File: src/rtl/onehot_pkg.sv
// Shared types and constants for the one-hot LED index sequencer.
package onehot_pkg;

  localparam int CODE_W = 3;

  typedef enum logic [1:0] {
    MODE_HOLD   = 2'd0,
    MODE_UP     = 2'd1,
    MODE_DOWN   = 2'd2,
    MODE_BOUNCE = 2'd3
  } mode_e;

endpackage

File: src/rtl/onehot_prescaler.sv
// Programmable tick prescaler: counts 0..T-1 with T = 2^(rate_sel + BASE_SHIFT).
module onehot_prescaler #(
  parameter int PRESCALE_W = 24,
  parameter int BASE_SHIFT = 16
) (
  input  logic       clk,
  input  logic       rst,
  input  logic       en_i,
  input  logic       clr_i,
  input  logic [2:0] rate_sel_i,
  output logic       req_o
);

  localparam logic [PRESCALE_W-1:0] ONE = PRESCALE_W'(1);

  logic [PRESCALE_W-1:0] count_q;
  logic [PRESCALE_W-1:0] count_d;
  logic [PRESCALE_W-1:0] last_w;
  logic                  terminal_w;

  // At the largest legal shift the 1 falls off the top and T-1 wraps to all ones.
  assign last_w     = (ONE << (PRESCALE_W'(rate_sel_i) + PRESCALE_W'(BASE_SHIFT))) - ONE;
  assign terminal_w = (count_q == last_w);
  assign req_o      = en_i & ~clr_i & terminal_w;

  // NOTE: every signal written in always_comb gets a default first, so no path leaves it unassigned and no latch is inferred.
  always_comb begin
    count_d = count_q;
    if (clr_i) begin
      count_d = '0;
    end else if (en_i) begin
      count_d = terminal_w ? '0 : count_q + ONE;
    end
  end

  // NOTE: sequential state uses non-blocking assignments so every register samples pre-edge values.
  always_ff @(posedge clk) begin
    if (rst) begin
      count_q <= '0;
    end else begin
      count_q <= count_d;
    end
  end

endmodule

File: src/rtl/onehot_step_seq.sv
// Sequencer producing the 3-bit index for the one-hot LED decoder; advances on prescaled ticks or manual steps.
module onehot_step_seq
  import onehot_pkg::*;
#(
  parameter int PRESCALE_W = 24,
  parameter int BASE_SHIFT = 16
) (
  input  logic              clk,
  input  logic              rst,
  input  logic              en,
  input  logic [1:0]        pattern_sel,
  input  logic [2:0]        rate_sel,
  input  logic              step_req,
  output logic [CODE_W-1:0] code,
  output logic              tick,
  output logic              dir
);

  logic [CODE_W-1:0] code_q, code_d;
  logic              tick_q, tick_d;
  logic              dir_q, dir_d;
  logic              step_prev_q;
  logic [1:0]        pattern_q;
  logic [2:0]        rate_q;

  mode_e mode_w;
  logic  sel_change_w;
  logic  step_edge_w;
  logic  presc_req_w;
  logic  advance_w;

  assign mode_w       = mode_e'(pattern_sel);
  assign sel_change_w = (pattern_sel != pattern_q) || (rate_sel != rate_q);
  assign step_edge_w  = step_req & ~step_prev_q;
  assign advance_w    = en & (step_edge_w | presc_req_w);

  // HOLD parks the prescaler at zero, same as a selection change.
  onehot_prescaler #(
    .PRESCALE_W (PRESCALE_W),
    .BASE_SHIFT (BASE_SHIFT)
  ) u_prescaler (
    .clk        (clk),
    .rst        (rst),
    .en_i       (en),
    .clr_i      (sel_change_w | (mode_w == MODE_HOLD)),
    .rate_sel_i (rate_q),
    .req_o      (presc_req_w)
  );

  always_comb begin
    code_d = code_q;
    dir_d  = dir_q;
    tick_d = advance_w;
    if (advance_w) begin
      unique case (mode_w)
        MODE_HOLD, MODE_UP: code_d = code_q + 3'd1;
        MODE_DOWN:          code_d = code_q - 3'd1;
        MODE_BOUNCE: begin
          if (!dir_q) begin
            if (code_q == 3'd7) begin
              code_d = 3'd6;
              dir_d  = 1'b1;
            end else begin
              code_d = code_q + 3'd1;
            end
          end else begin
            if (code_q == 3'd0) begin
              code_d = 3'd1;
              dir_d  = 1'b0;
            end else begin
              code_d = code_q - 3'd1;
            end
          end
        end
        default: code_d = code_q;
      endcase
    end
    if (mode_w != MODE_BOUNCE) begin
      dir_d = 1'b0;
    end
  end

  // Step history and selection copies track inputs even while disabled, so re-enabling sees no stale events.
  always_ff @(posedge clk) begin
    if (rst) begin
      code_q      <= '0;
      tick_q      <= 1'b0;
      dir_q       <= 1'b0;
      step_prev_q <= 1'b0;
      pattern_q   <= pattern_sel;
      rate_q      <= rate_sel;
    end else begin
      code_q      <= code_d;
      tick_q      <= tick_d;
      dir_q       <= dir_d;
      step_prev_q <= step_req;
      pattern_q   <= pattern_sel;
      rate_q      <= rate_sel;
    end
  end

  assign code = code_q;
  assign tick = tick_q;
  assign dir  = dir_q;

endmodule

File: config.mk
export PLATFORM = sky130hd
export DESIGN_NAME = onehot_step_seq
export DESIGN_NICKNAME = d
export VERILOG_FILES = /design/src/rtl/onehot_pkg.sv /design/src/rtl/onehot_prescaler.sv /design/src/rtl/onehot_step_seq.sv
export SDC_FILE = /design/constraint.sdc
export NUM_CORES = 1
export LEC_CHECK = 0
export ABC_AREA = 1
export CORE_ASPECT_RATIO = 0.6
export CORE_MARGIN = 2
export CORE_UTILIZATION = 25
export CTS_BUF_LIST = sky130_fd_sc_hd__clkbuf_8
export DETAILED_ROUTE_END_ITERATION = 6
export GPL_ROUTABILITY_DRIVEN = 0
export PLACE_DENSITY = 0.52
export SYNTH_ARGS = -nofsm -noshare
export SYNTH_HDL_FRONTEND = slang
export SYNTH_SLANG_ARGS = --single-unit
File: constraint.sdc
create_clock -name clk -period 2.7 [get_ports clk]
set_input_delay 0.405 -clock clk [delete_from_list [all_inputs] [get_ports clk]]
set_output_delay 0.405 -clock clk [all_outputs]
set_load 0.03 [all_outputs]
# After elaboration in Yosys (flattened, before gate mapping)
# Index checks and enable logic that the tools add are counted.
[totals]
register_bits = 35
input_bits = 9
out_inout_bits = 5
word_cells = 44
[op_classes]
n_addsub = 5
eq_ne = 8
n_shift = 1
muxes = 8
bitwise_logic = 8
n_reduce_logical = 7
[op_table]
columns = ["op", "n"]
rows = [
  ["$add 24x1->24 const B", 1],
  ["$eq 24x24->1", 1],
  ["$mux 24", 1],
  ["$shl 1x24->24 const A", 1],
  ["$sub 24x1->24 const B", 1],
  ["$mux 3", 3],
  ["$pmux 3 s3", 1],
  ["$add 3x5->6 const B", 1],
  ["$reduce_or 2->1", 3],
  ["$and 1x1->1", 4],
  ["$eq 2x2->1 const B", 2],
  ["$add 3x1->3 const B", 1],
  ["$eq 3x3->1 const B", 1],
  ["$logic_not 3->1", 1],
  ["$mux 1", 3],
  ["$ne 3x3->1", 1],
  ["$sub 3x1->3 const B", 1],
  ["$eq 2x1->1 const B", 1],
  ["$logic_not 2->1", 1],
  ["$ne 2x2->1", 1],
  ["$ne 2x2->1 const B", 1],
  ["$not 1->1", 2],
  ["$or 1x1->1", 2],
  ["$reduce_and 2->1", 1],
  ["$logic_or 1x1->1", 1],
]

# Longest topological paths before layout
# Gate-level depths: netlist (run 1).
[logic_depth]
depth_word = 9
ltp_mapped = 17
ltp_nobuf = 15

# Hierarchy
# From an unflattened synthesis (run 1), not the netlist that was laid out.
[unflattened]
hier_cells = 324
area_unflattened_um2 = 2087.0
[by_module_without_submodules]
columns = ["module", "instances", "cells_each", "area_each_um2", "seq_area_each_um2"]
rows = [
  ["onehot_prescaler", 1, 231, 1458.9, 480.5],
  ["onehot_step_seq", 1, 93, 628.1, 220.2],
]

# Worst setup path after synthesis (run 1)
# No wires, ideal clock.
[synth_path]
kind = "register to register"
startpoint = "register rate_q[2]"
endpoint = "register u_prescaler.count_q[11]"
setup_ps = 120
t_arrival_ps = 1788
t_required_ps = 2580
path_slack_ps = 793
stages_incl_launch_ff = 18
n_path_buf = 2
synth_period_minus_slack_ps = 1907
cell_sequence = "dfxtp_1 -> buf_6 -> inv_6 -> nand3_2 -> ha_1 -> inv_1 -> nand2_1 -> nand2_1 -> nand2_1 -> a21oi_1 -> nand2_1 -> nor2_4 -> nand3_2 -> nand2_4 -> buf_12 -> inv_8 -> o21ai_2 -> a21oi_2"
[synth_via]
elab_chain_cells = 5
elab_cells_between_ends = 9
cone_classes = "2 x add/sub; 2 x eq/ne; 1 x shift; 1 x mux; 1 x bitwise; 2 x reduce/logical"
[synth_lines]
columns = ["item", "line_no", "text"]
rows = [
  ["start, declared", "onehot_step_seq.sv:24", "logic [2:0] rate_q;"],
  ["start signal, assigned", "onehot_step_seq.sv:91", "rate_q <= rate_sel;"],
  ["start signal, assigned", "onehot_step_seq.sv:98", "rate_q <= rate_sel;"],
  ["$add 3x5->6", "onehot_prescaler.sv:22", "assign last_w = (ONE << (PRESCALE_W'(rate_sel_i) + PRESCALE_W'(BASE_SHIFT))) - ONE;"],
  ["$shl 1x24->24", "onehot_prescaler.sv:22", ""],
  ["$sub 24x1->24", "onehot_prescaler.sv:22", ""],
  ["$eq 24x24->1", "onehot_prescaler.sv:23", "assign terminal_w = (count_q == last_w);"],
  ["$mux 24", "onehot_prescaler.sv:32", "count_d = terminal_w ? '0 : count_q + ONE;"],
  ["end signal, assigned", "onehot_prescaler.sv:41", "count_q <= count_d;"],
  ["end, declared", "onehot_prescaler.sv:16", "logic [PRESCALE_W-1:0] count_q;"],
]
# Several ways; a longest one is shown, not always the timed one.
# A chain may end at the register's enable or synchronous reset.

# Worst setup path after layout (run 1)
# Same ends and word-level chain as after synthesis.

==> results.yml, run 1 <==
power_and_ir_drop:
  ir_drop_v: 0.0001813
  p_per_area_nw_per_um2: 431.0
  leakagePower_nw: 1.007
synth:
  synth_area_leaders: "dfxtp_1 (32%), nand2_1 (12%), inv_1 (6.2%)"
  synth_warnings: 0
  synthArstFlopShare_pct: 0
  synth_common_cells: "nand2_1 (69), inv_1 (36), dfxtp_1 (35)"
  seq_area_frac_synth_pct: 32.13
  synth_cells: 300
  synth_flop_cell: "dfxtp_1"
  synth_area_um2: 2181
  synth_edf_count: 0
  yosysMostFrequentCell: "nand2_1"
  ys_ff_latch: 35
  avgSynthCellArea_um2: 7.269
  synth_top_area_cell: "dfxtp_1"
  synth_cell_type_count: 45
  synth_fp_nets: 317
  synth_top_area_share_pct: 32.13
critical_path:
  r2r_cells: 14
  required_ns: 2.88
  reg2reg_from: "rate_q[2]"
  timing.rr.end: "u_prescaler.count_q[11]"
  cp.arrival_ns: 2.40
  end_kind: "flop"
  r2r_slack_ns: 0.48
  endpoint: "u_prescaler.count_q[11]"
  crit_type: "flop to flop"
  cp-start-kind: "flop"
  worst-path-max-fanout: 12
  setup.worst_path.start: "rate_q[2]"
timing:
  min_period_ns: 2.222
  tightestPinTransition_ns: 0.6445
  tns_ns: 0
  rsz0062_at_grt: "false"
  timing.fmax_mhz: 450.1
  relSlewSlack_pct: 56.64
  skew_ns: 0.008023
  finalSetupViolations: 0
  finalCritPeriodShare_pct: 82.29
  maxSlewViolCount: 0
  finalHoldViolations: 0
grt:
  top_usage_layer: "met1"
  gr-total-overflow: 0
  grt_use_total_pct: 11.17
  met1_usage_pct: 18.01
  grt_max_degree: 13
  grt_use_met3_pct: 3.371
  use_met2_pct: 14.10
  grt_pass1_vias: 1774
  grt_first_pass_wirelength_um: 8700
  grt_antenna_before_repair: 0
placement:
  dp_hpwl_um: 3891
  io_buffers: 13
  place_area_um2: 2424
finish:
  layout.nets: 335
  drive_gt1_share_pct: 14.73
  syn_to_final_growth_pct: 15.89
  n_antenna_cell: 0
  fillers: 929
  fin_util_pct: 29.77
  final_area_um2: 2527
floorplanning:
  initial_utilization_pct: 25.69
  die_h_um: 76.35
  dieWidth_um: 124.6
  ioPinCount: 14
  rows: 26
  fp.coreArea_um2: 8491
  die-area_um2: 9511
routing:
  initialDrtViolationCount: 134
  route.final.wire_length_um: 4886
  num_vias: 1875
  viasPerCell: 4.350
  routedWlPerCell_um: 11.34
  drc: 0
  postRouteAntennaNets: 0
  dr.pass1.iters: 4
clocking:
  cts_tree: "yes"
  cts-resized-gates: 0
  cts.reportedPaths.clkPinSlew_ns: 0.07
  cts.sinks: 35
  cts_buffers: 5
  clock_path_buffers: 2
  holdBufCountCts: 0
  h-tree-depth: 2
  cts_root_buf: "clkbuf_8"
  post_cts.repair.setup_buffers: 0
  insertion_delay_ns: 0.29
run:
  drv_cap: 0
outcome:
  status: "completed"
hold_path:
  hp-class: "flop to flop"
routing by layer:
layer / wire length, µm / up-vias
met1: 2891 / 823
met2: 1730 / 34
met3: 265 / 0
met5: 0 / -
li1: - / 1018
met4: 0 / 0
layout make-up:
| cell class | count | area [µm²] | share of cell area [%] |
|---|---|---|---|
| tap | 112 | 140.1 | 5.545 |
| clock buffer | 7 | 96.34 | 3.812 |
| inverter | 44 | 182.7 | 7.228 |
| timing repair buffer | 14 | 137.6 | 5.446 |
| clock inverter | 1 | 7.507 | 0.2970 |
| multi-input combinational | 218 | 1262 | 49.95 |
| sequential | 35 | 700.7 | 27.72 |
worst min path at each step:
stage | from | endpoint | slack (ns) | cells after the start
floorplan | u_prescaler.count_q[23] | u_prescaler.count_q[23] | 0.41 | 1
global placement | u_prescaler.count_q[23] | u_prescaler.count_q[23] | 0.43 | 1
detailed placement | u_prescaler.count_q[23] | u_prescaler.count_q[23] | 0.43 | 1
CTS | u_prescaler.count_q[23] | u_prescaler.count_q[23] | 0.45 | 1
global route | u_prescaler.count_q[23] | u_prescaler.count_q[23] | 0.46 | 1
finish | u_prescaler.count_q[23] | u_prescaler.count_q[23] | 0.45 | 1
flip-flops by register name, indices dropped and copies added, names as in the netlist:
register / cells
rate_q: 3
code: 3
dir: 1
u_prescaler.count_q: 24
pattern_q: 2
tick: 1
step_prev_q: 1
critical path, cell delays in order (launching register included):
cell and delay, ns:
dfxtp_1 0.55, inv_6 0.08, nand3_2 0.08, ha_1 0.26, nand3_1 0.10, nand2_1 0.08, clkinv_1 0.08, nand3_1 0.12
nand2_1 0.11, nor2_4 0.14, nand3_2 0.14, nand2_4 0.22, inv_8 0.05, o21ai_2 0.06, a21oi_2 0.04
logic make-up after synthesis:
| group | count (synthesis) | share of synthesized area, % |
|---|---|---|
| flip-flops | 35 | 32.13 |
| AND/OR/NAND/NOR | 161 | 38.33 |
| XOR/XNOR | 11 | 4.418 |
| adder cells (fa/ha/maj) | 8 | 4.590 |
| AO/OA/AOI/OAI | 38 | 10.56 |
| buffers and inverters | 47 | 9.982 |
per-stage QoR:
| stage | hold WS, ns | total power [mW] | setup WS (ns) | instances |
|---|---|---|---|---|
| CTS | 0.4471 | 1.110 | 0.4714 | 431 |
| global route | 0.4600 | 1.152 | 0.2115 | 431 |
| finish | 0.4509 | 1.089 | 0.4782 | 431 |
| detailed placement | 0.4338 | 0.6682 | 0.4747 | 423 |
| global placement | 0.4301 | 0.6680 | 0.4867 | 423 |
| floorplan | 0.4124 | 0.6295 | 0.7926 | 300 |
cell usage in the layout, fill, tap and decap left out, types with 7 or more instances in the layout:
| cell type | instances |
|---|---|
| xor2_1 | 10 |
| a21oi_1 | 18 |
| clkdlybuf4s50_1 | 13 |
| nand2_1 | 69 |
| dfxtp_1 | 35 |
| clkbuf_8 | 7 |
| nand4_1 | 9 |
| inv_1 | 36 |
| nand3_1 | 24 |
| ha_1 | 8 |
| nor2_1 | 24 |
where the power goes:
group / internal [mW] / switching, mW
Sequential: 0.524 / 0.00932
Combinational: 0.0497 / 0.0730
Clock: 0.232 / 0.201
Total: 0.806 / 0.283
(Power assumes the default switching activity.)
==> run 2, diff against run 1 <==
- clock period: 2.7 -> 2.25 ns (I/O delays scaled with it)
==> results.yml, run 2 (same netlist as run 1, synthesis figures left out) <==
placement:
  dp_slack_ns: 0.007128
  dp.cells: 427
  io_buffers: 13
  place_area_um2: 2454
  dp_hpwl_um: 3918
routing:
  num_vias: 1953
  route.final.wire_length_um: 5242
  initialDrtViolationCount: 120
  drc: 0
  postRouteAntennaNets: 0
  viasPerCell: 4.449
  routedWlPerCell_um: 11.94
  dr.pass1.iters: 4
finish:
  final_common_cell: "nand2_1"
  fillers: 917
  layout.nets: 343
  largest_register: "u_prescaler.count_q"
  drive_gt1_share_pct: 17.74
  largest_register_ffs: 24
  area.sequential_um2: 701.9
  multi_input_area_um2: 1295
  final_area_um2: 2625
  layout_common_cells: "nand2_1 (68), inv_1 (36), dfxtp_1 (34)"
  n_antenna_cell: 0
  fin_cells: 439
  syn_to_final_growth_pct: 20.37
clocking:
  cts.sinks: 35
  cts.reportedPaths.clkPinSlew_ns: 0.09
  clock_path_buffers: 2
  insertion_delay_ns: 0.31
  h-tree-depth: 2
  cts_tree: "yes"
  cts_buffers: 5
  cts_root_buf: "clkbuf_8"
  holdBufCountCts: 0
hold_path:
  hold_path_startpoint: "u_prescaler.count_q[23]"
  hp-class: "flop to flop"
floorplanning:
  die-area_um2: 9511
  ioPinCount: 14
  fp.coreArea_um2: 8491
  die_h_um: 76.35
  dieWidth_um: 124.6
  initial_utilization_pct: 25.69
  rows: 26
timing:
  relSlewSlack_pct: 65.69
  tns_ns: 0
  fin_ws_ns: 0.2196
  tightestPinTransition_ns: 0.5100
  finalHoldViolations: 0
  finalSetupViolations: 0
  skew_ns: 0.01105
  maxSlewViolCount: 0
  rsz0062_at_grt: "false"
  min_period_ns: 2.030
  finalCritPeriodShare_pct: 90.24
  hold_slack_ns: 0.4516
  timing.fmax_mhz: 492.5
critical_path:
  end_kind: "flop"
  path_cells: "inv_4 -> nand3_2 -> ha_2 -> inv_1 -> nand2_1 -> nand2_2 -> nand2_1 -> a21oi_1 -> nand2_1 -> nor2_4 -> nand3_4 -> nand2_8 -> inv_8 -> o21ai_2 -> a21oi_2"
  path_delay_family: "simple AND/OR/NAND/NOR gates"
  worst-path-max-fanout: 8
  setup.worst_path.start: "rate_q[1]"
  slowest_stage: "dfxtp_2"
  cp-start-kind: "flop"
  crit_top_cell: "nand2_1"
  critPathBufInv: 3
  crit_type: "flop to flop"
  reg2reg_from: "rate_q[1]"
  required_ns: 2.45
  cpPeakStageDelay_ns: 0.36
  cp.arrival_ns: 2.23
grt:
  grt_max_degree: 15
  gr-total-overflow: 0
  grt_use_total_pct: 11.61
  grt_pass1_vias: 1762
  grt_first_pass_wirelength_um: 8880
  grt_antenna_before_repair: 0
power_and_ir_drop:
  leakagePower_nw: 1.054
  p_per_area_nw_per_um2: 533.4
  ir_drop_v: 0.0002030
run:
  drv_cap: 0
outcome:
  status: "completed"
## run 2: worst paths after layout
check / to / slack [ns] / depth (start not counted)
max: u_prescaler.count_q[11] / 0.22 / 15
min: u_prescaler.count_q[23] / 0.45 / 1
max reg2reg: u_prescaler.count_q[11] / 0.22 / 15
min reg2reg: u_prescaler.count_q[23] / 0.45 / 1
## run 2: metal layers
metal / wire length [µm] / vias up / GRT usage (%) / share of wire (%)
met2: 1773 / 48 / 13.77 / 34
met3: 278 / 7 / 3.722 / 5.3
li1: - / 1047 / - / -
met1: 3112 / 851 / 18.40 / 59
met5: 0 / - / 0 / 0
met4: 78 / 0 / 4.382 / 1.5
## run 2: cell type report
class	count	area share, %
multi-input cells	219	49.33
flip-flops and latches	35	26.74
repair buffers	21	7.245
inverters	44	7.054
well taps	112	5.338
clock buffers	5	2.622
clock inverters	3	1.668
## run 2: timing repair
item,in CTS,in global routing
pin swaps,0,1
endpoints found under the setup margin,2,22
cloned,0,1
gates resized for setup,1,5
setup buffers,0,3
## run 2: through the flow
stage / power, mW / utilization, %
after floorplan: 0.7554 / -
after global placement: 0.8061 / 28.90
after detailed placement: 0.8063 / 28.90
after CTS: 1.415 / 30.33
after global routing: 1.466 / 30.92
final: 1.400 / 30.92
## run 2: report_power, final
group | total (mW) | internal (mW) | switching (mW) | leakage (nW)
Clock | 0.600 | 0.330 | 0.270 | 0.0581
Sequential | 0.639 | 0.629 | 0.0102 | 0.285
Combinational | 0.160 | 0.0665 | 0.0940 | 0.711
==> run 3, diff against run 2 <==
- clock period: 2.25 -> 2.61 ns (I/O delays scaled with it)
==> results.yml, run 3 (same netlist as run 1, synthesis figures left out) <==
finish:
  largest_register_ffs: 24
  layout_common_cells: "nand2_1 (69), inv_1 (37), dfxtp_1 (35)"
  final_common_cell: "nand2_1"
  layout.nets: 336
  drive_gt1_share_pct: 14.69
  fillers: 910
  largest_register: "u_prescaler.count_q"
  syn_to_final_growth_pct: 15.38
  final_area_um2: 2516
  fin_cells: 432
  n_antenna_cell: 0
routing:
  drc: 0
  routedWlPerCell_um: 11.39
  num_vias: 1859
  postRouteAntennaNets: 0
  viasPerCell: 4.303
  dr.pass1.iters: 4
  route.final.wire_length_um: 4920
  initialDrtViolationCount: 137
clocking:
  cts.sinks: 35
  cts.reportedPaths.clkPinSlew_ns: 0.07
  post_cts.repair.setup_buffers: 0
  cts_tree: "yes"
  insertion_delay_ns: 0.30
  holdBufCountCts: 0
  clock_path_buffers: 2
  cts_root_buf: "clkbuf_8"
  h-tree-depth: 2
  cts-resized-gates: 0
  cts_buffers: 5
timing:
  rsz0062_at_grt: "false"
  hold_slack_ns: 0.4376
  skew_ns: 0.01255
  finalCritPeriodShare_pct: 84.62
  relSlewSlack_pct: 60.44
  tns_ns: 0
  finalHoldViolations: 0
  finalSetupViolations: 0
  tightestPinTransition_ns: 0.5880
  timing.fmax_mhz: 452.8
  min_period_ns: 2.209
  maxSlewViolCount: 0
  fin_ws_ns: 0.4013
grt:
  grt_max_degree: 13
  grt_antenna_before_repair: 0
  gr-total-overflow: 0
  grt_use_total_pct: 11.10
  grt_pass1_vias: 1728
  grt_first_pass_wirelength_um: 8569
floorplanning:
  die-area_um2: 9511
  fp.coreArea_um2: 8491
  ioPinCount: 14
  die_h_um: 76.35
  initial_utilization_pct: 25.69
  dieWidth_um: 124.6
  rows: 26
critical_path:
  crit_type: "flop to flop"
  cp-start-kind: "flop"
  reg2reg_from: "rate_q[2]"
  worst-path-max-fanout: 12
  r2r_slack_ns: 0.40
  cp.arrival_ns: 2.39
  required_ns: 2.79
  end_kind: "flop"
  timing.rr.end: "u_prescaler.count_q[11]"
  r2r_cells: 14
  setup.worst_path.start: "rate_q[2]"
  endpoint: "u_prescaler.count_q[11]"
placement:
  dp_hpwl_um: 3979
  dp.cells: 424
  io_buffers: 13
  dp_slack_ns: 0.3920
  place_area_um2: 2431
power_and_ir_drop:
  ir_drop_v: 0.0001296
  p_per_area_nw_per_um2: 428.5
  leakagePower_nw: 1.008
run:
  drv_cap: 0
hold_path:
  hp-class: "flop to flop"
  holdPathStages: 1
outcome:
  status: "completed"
-- run 3: cell types whose count changed in the layout (fill, tap and decap cells not counted), sizes merged --
| cell | delta |
|---|---|
| inv | +1 |
| nand2 | -1 |
| buf | -6 |
| clkinvlp | +1 |
| clkinv | -1 |
| bufinv | -1 |
-- run 3: critical path, cell delays in order, from the launching register on --
cell      delay, ns
dfxtp_1        0.54
inv_6          0.08
nand3_2        0.08
ha_1           0.27
nand3_1        0.10
nand2_1        0.08
clkinv_1       0.07
nand3_1        0.13
nand2_1        0.11
nor2_4         0.14
nand3_2        0.14
nand2_4        0.22
inv_8          0.05
o21ai_2        0.06
a21oi_2        0.04
-- run 3: stage by stage --
stage | util (%) | total power [mW]
3_5_place_dp | 28.63 | 0.6922
4_1_cts | 29.63 | 1.096
2_1_floorplan | - | 0.6512
3_3_place_gp | 28.63 | 0.6914
5_1_grt | 29.63 | 1.136
6_report | 29.63 | 1.078
-- run 3: area by class of cell --
cell class	count	area, µm²	share of cell area (%)
Multi-Input combinational cell	218	1262	50.17
Sequential cell	35	700.7	27.85
Inverter	44	182.7	7.260
Timing Repair Buffer	15	145.1	5.768
Tap cell	112	140.1	5.569
Clock buffer	5	68.82	2.735
Clock inverter	3	16.27	0.6464
-- run 3: how the worst min path moves through the flow --
stage	slack [ns]	start	end
after global placement	0.43	u_prescaler.count_q[23]	u_prescaler.count_q[23]
after floorplan	0.41	u_prescaler.count_q[23]	u_prescaler.count_q[23]
after detailed placement	0.43	u_prescaler.count_q[23]	u_prescaler.count_q[23]
after global routing	0.48	u_prescaler.count_q[23]	u_prescaler.count_q[23]
after CTS	0.44	u_prescaler.count_q[23]	u_prescaler.count_q[23]
final	0.44	u_prescaler.count_q[23]	u_prescaler.count_q[23]
-- run 3: power by group --
group          internal [mW]  leakage (nW)  switching [mW]
logic                 0.0517         0.678          0.0765
registers              0.542         0.285         0.00944
clock network          0.183        0.0453           0.215
total                  0.777          1.01           0.301
-- run 3: routing by layer --
layer	GRT usage, %	up-vias	wire length, µm
li1	-	1019	-
met1	17.75	803	2935
met2	13.50	29	1644
met3	3.441	8	277
met4	3.371	0	62
met5	0	-	0
